$ cat config.mk
export PLATFORM = sky130hd
export DESIGN_NAME = sum_fact_bcd
export DESIGN_NICKNAME = d
export VERILOG_FILES = /design/src/rtl/sum_fact_pkg.sv /design/src/rtl/bcd_add3.sv /design/src/rtl/sum_fact_bcd.sv
export SDC_FILE = /design/constraint.sdc
export NUM_CORES = 1
export LEC_CHECK = 0
export ABC_CLOCK_PERIOD_IN_PS = 1900
export BUFFER_PORTS_ARGS = -buffer_cell sky130_fd_sc_hd__buf_2
export CAP_MARGIN = 10
export CORE_MARGIN = 2
export CORE_UTILIZATION = 60
export DETAILED_ROUTE_END_ITERATION = 12
export PLACE_DENSITY = 0.95
export SETUP_SLACK_MARGIN = 0.3
export SYNTH_ARGS = -nofsm -noshare
export SYNTH_HDL_FRONTEND = slang
export SYNTH_SLANG_ARGS = --single-unit
$ cat constraint.sdc
create_clock -name clk -period 1.9 [get_ports clk]
set_input_delay 0.095 -clock clk [delete_from_list [all_inputs] [get_ports clk]]
set_output_delay 0.095 -clock clk [all_outputs]
set_load 0.02 [all_outputs]
$ cat src/rtl/sum_fact_pkg.sv
// Shared definitions for the sum-of-factorials result path: FSM encodings
// (matching the upstream stage's style) and the default result geometry.
package sum_fact_pkg;

  typedef enum logic [1:0] {
    IDLE = 2'b00,
    CONV = 2'b01,
    DONE = 2'b11
  } state_t;

  // 13 bits covers every real upstream result (max 5913); four BCD digits
  // cover the whole 13-bit range (max 8191 < 10^4).
  localparam int DEF_WIDTH  = 13;
  localparam int DEF_DIGITS = 4;

endpackage

$ cat src/rtl/bcd_add3.sv
// Double-dabble digit correction: a BCD digit of 5 or more gets 3 added so
// that the following left shift carries correctly into the next digit.
module bcd_add3 (
  input  logic [3:0] i_digit,
  output logic [3:0] o_digit
);

  // Purely combinational correction of one digit
  always_comb begin
    o_digit = i_digit;
    if (i_digit >= 4'd5) begin
      o_digit = i_digit + 4'd3;
    end
  end

endmodule

$ cat src/rtl/sum_fact_bcd.sv
// Binary-to-packed-BCD converter sitting behind the sum-of-factorials stage.
// Captures one upstream result per handshake, runs a shift-and-add-3
// conversion for WIDTH cycles, then holds the BCD result until the
// downstream consumer acknowledges it. 10^DIGITS must exceed 2^WIDTH-1.
module sum_fact_bcd
  import sum_fact_pkg::*;
#(
  parameter int WIDTH  = DEF_WIDTH,
  parameter int DIGITS = DEF_DIGITS
) (
  input  logic                  clk,
  input  logic                  reset,
  input  logic [WIDTH-1:0]      sum_fact,
  input  logic                  sum_valid,
  output logic                  sum_ack,
  output logic [4*DIGITS-1:0]   bcd,
  output logic                  bcd_valid,
  input  logic                  bcd_ack
);

  localparam int              CNT_W    = (WIDTH > 1) ? $clog2(WIDTH) : 1;
  localparam logic [CNT_W-1:0] LAST_CNT = CNT_W'(WIDTH - 1);

  state_t              r_state;
  state_t              w_state_nxt;
  logic                w_capture;
  logic                w_shift;
  logic                w_last;
  logic [WIDTH-1:0]    r_shift;
  logic [4*DIGITS-1:0] r_acc;
  logic [4*DIGITS-1:0] w_acc_corr;
  logic [CNT_W-1:0]    r_cnt;
  logic                r_sum_ack;

  // Per-digit add-3 correction applied before every shift
  for (genvar g = 0; g < DIGITS; g++) begin : g_add3
    bcd_add3 u_add3 (
      .i_digit (r_acc[4*g +: 4]),
      .o_digit (w_acc_corr[4*g +: 4])
    );
  end

  assign w_last = (r_cnt == LAST_CNT);

  // FSM state register
  always_ff @(posedge clk or negedge reset) begin
    if (!reset) begin
      r_state <= IDLE;
    end else begin
      r_state <= w_state_nxt;
    end
  end

  // Next-state logic and datapath strobes; sum_valid only matters in IDLE,
  // bcd_ack only in DONE
  always_comb begin
    w_state_nxt = r_state;
    w_capture   = 1'b0;
    w_shift     = 1'b0;
    case (r_state)
      IDLE: begin
        if (sum_valid) begin
          w_capture   = 1'b1;
          w_state_nxt = CONV;
        end
      end
      CONV: begin
        w_shift = 1'b1;
        if (w_last) begin
          w_state_nxt = DONE;
        end
      end
      DONE: begin
        if (bcd_ack) begin
          w_state_nxt = IDLE;
        end
      end
      default: w_state_nxt = IDLE;
    endcase
  end

  // Shift register, BCD accumulator and iteration counter
  always_ff @(posedge clk or negedge reset) begin
    if (!reset) begin
      r_shift <= '0;
      r_acc   <= '0;
      r_cnt   <= '0;
    end else if (w_capture) begin
      r_shift <= sum_fact;
      r_acc   <= '0;
      r_cnt   <= '0;
    end else if (w_shift) begin
      r_acc   <= {w_acc_corr[4*DIGITS-2:0], r_shift[WIDTH-1]};
      r_shift <= r_shift << 1;
      r_cnt   <= r_cnt + 1'b1;
    end
  end

  // Acknowledge lasts exactly the cycle after capture; capture only happens
  // from IDLE and CONV always follows, so it can never repeat back to back
  always_ff @(posedge clk or negedge reset) begin
    if (!reset) begin
      r_sum_ack <= 1'b0;
    end else begin
      r_sum_ack <= w_capture;
    end
  end

  assign sum_ack   = r_sum_ack;
  assign bcd_valid = (r_state == DONE);
  assign bcd       = bcd_valid ? r_acc : '0;

endmodule

==> run metrics <==
pin count of the biggest net entering global routing=37; Worst path max stage delay=between 500 and 600 ps; initial antenna violation count=0; simple-gate area share of the yosys netlist=0.197; CTS tree=built; Startpoint Class=register; number of DRC markers in iteration 0=109; # setup viols final=0; syn_nets=247; WL/cell=14.3 um; Routed Antenna Nets=0; Final Core Density=0.711; design area=about 2400 um2; Residual DRC=0; gr usage total=0.236; Netlist cell types=32; initial core utilization=0.620; sequential area share after synthesis=0.439; flops & latches, synth=36; IO Port Bufs=34; slack of the critical path=422 ps; XOR/XNOR Fraction of Synth Area=0.0299; RSZ-0062 raised after global routing=false; # diodes=0; Final Hold Vio Count=0; most frequent cells after synthesis=dfrtp_1, o21ai_0, nand2_1, a21oi_1, and3_1; FP Rows=21; Final Net Count=285; chip height=62.5 um; Final Cycle Share=0.778; Die Width=62.5 um; Pwr Total=approximately 3.7 mW; Power Dens Cells=1560 nW/um2; Compound-Gate Fraction of Synth Area=0.203; overall routed net length=4360 um; r2r endpoint=r_acc[9]$_DFFE_PN0P_; H-Tree Level Count=2; Worst-path clk slew=110 ps; Worst VDD drop=0.752 mV; Max Freq=0.677 GHz; Num CTS Buffers=5; post-synthesis mux area share=0.00488; dpl ws=452 ps; Leak Pwr=approximately 1.2 nW; core footprint=3310 um2; post-synthesis adder-cell area fraction=0.0609; worst hold path cell count=3; Yosys top cell area share=0.439; min cycle time layout=about 1500 ps; share of cells above drive strength 1=0.224; Setup TNS Final=0 ps; Hold Crit Start=sum_fact[5]; Avg Inst Size Synth=roughly 9.3 um2; FF-to-FF Start=r_acc[8]$_DFFE_PN0P_; Post-Syn Area=2050 um2; Setup Crit Path Kind=reg -> out; crit path max fanout=11; cell taking the most area after synthesis=dfrtp_1; Post-synth EDFFs=0; Hold Path End=r_shift[5]$_DFFE_PN0P_; Worst-Skew Late Latency=320 ps; TritonRoute pass-1 iters=6; Final Max Tran Viols=0; Synth Instances=220; Root Driver=clkbuf_4; Fill cells=about 230; crit end category=primary output; Bufs on Longest Clock Path=2; CP Data Required Time=1800 ps; via count=~1700; GP Congestion=0.829; Worst Reg-to-Reg Cells=6; final hold slack=roughly 56 ps; CP arrival=1380 ps; worst-margin pin slew=768 ps; main combinational cell family by area after synthesis=compound AO/OA/AOI/OAI gates; GR Overflow Total=0; first-pass GRT wire length=7460 um; DP Cell Count=294; Slew HR=0.488; synth top area cells=dfrtp_1, ha_1, o21ai_0, and3_1, a22oi_1; HPWL Detailed=3100 um; boundary pin count=35; CP max stage cell=dfrtp_1; DR vias/cell=5.73; placed inst area=2260 um2; count leader, synth=dfrtp_1; Setup crit start=r_state[0]$_DFFE_PN0P_; max-cap violation count=0; Clock Sinks=36; vias in the first global route=1711; Synth Warn #=0; Layout area overhead=14.6%; Hold Path Class=in -> reg; asr flop ratio synth=1.00; Synth Flop Type=dfrtp_1; status=finished, final reports clean; Reg2Reg Setup Slack=430 ps; Post-Layout Cell Count=305; area of the die=3910 um2; cell chain of the critical path=buf_4 -> and3_1 -> buf_2; Layout Skew=between 8 and 9 ps
how the worst max path moves through the flow:
stage | depth (start not counted) | slack [ps] | to
global route | 3 | 310 | bcd[0]
detailed placement | 6 | 450 | r_acc[14]$_DFFE_PN0P_
floorplan | 6 | 620 | r_acc[13]$_DFFE_PN0P_
global placement | 6 | 510 | r_acc[9]$_DFFE_PN0P_
finish | 3 | 420 | bcd[1]
CTS | 6 | 430 | r_acc[14]$_DFFE_PN0P_
registers in the layout, summed over array words and instances (netlist names):
register / cells
sum_ack: 1
r_state: 2
r_cnt: 4
r_shift: 13
r_acc: 16
cell usage in the layout, fill, tap and decap left out, drive strengths merged, types with 5 or more instances in the layout:
cell type | netlist | routed
inv | 10 | 10
nand2 | 17 | 17
nand3 | 9 | 9
o21ai | 27 | 27
nor2b | 14 | 14
ha | 10 | 10
a22oi | 12 | 12
and3 | 16 | 16
nand2b | 5 | 5
buf | 8 | 44
a21oi | 18 | 18
dfrtp | 36 | 36
clkbuf | 8 | 8
power by group:
| part | internal [mW] | total (mW) | switching (mW) |
|---|---|---|---|
| Sequential | 1.08 | 1.42 | 0.338 |
| Clock | 0.183 | 0.413 | 0.230 |
| Combinational | 0.781 | 1.84 | 1.06 |
worst max-delay path: cells and delay by family (launching register included):
family        cells  cell delay (ps)
buf+inv           2              380
flops             1              510
simple gates      1              170
routing by layer:
metal / track usage / wire (um) / vias up
li1: - / - / 848
met1: 0.306 / 1850 / 836
met2: 0.394 / 2280 / 59
met3: 0.0523 / 179 / 6
met4: 0.0806 / 54 / 0
met5: 0 / 0 / -
kinds of logic after synthesis:
kind of cell,after synthesis
xor gates and xnor gates,7
buffers and inverters,26
DFF,36
adders and majority gates,10
and+or+nand+nor,73
AOI/OAI and AO/OA,67
muxes,1
cell type report:
cell class / count / area (um2) / share of cell area
multi-input combinational: 158 / 1020 / 0.435
sequential: 36 / 901 / 0.383
timing repair buffer: 47 / 275 / 0.117
clock buffer: 8 / 58.8 / 0.0250
tap: 46 / 57.6 / 0.0245
inverter: 10 / 37.5 / 0.0160
what timing repair did:
action / 4_1_cts / 5_1_grt
resized for setup: 0 / 1
hold endpoints to repair: 38 / 0
setup buffers: 0 / 0
endpoints found under the setup margin: 0 / 1
hold buffers: 3 / 0
Power figures use the tool's default switching activity.
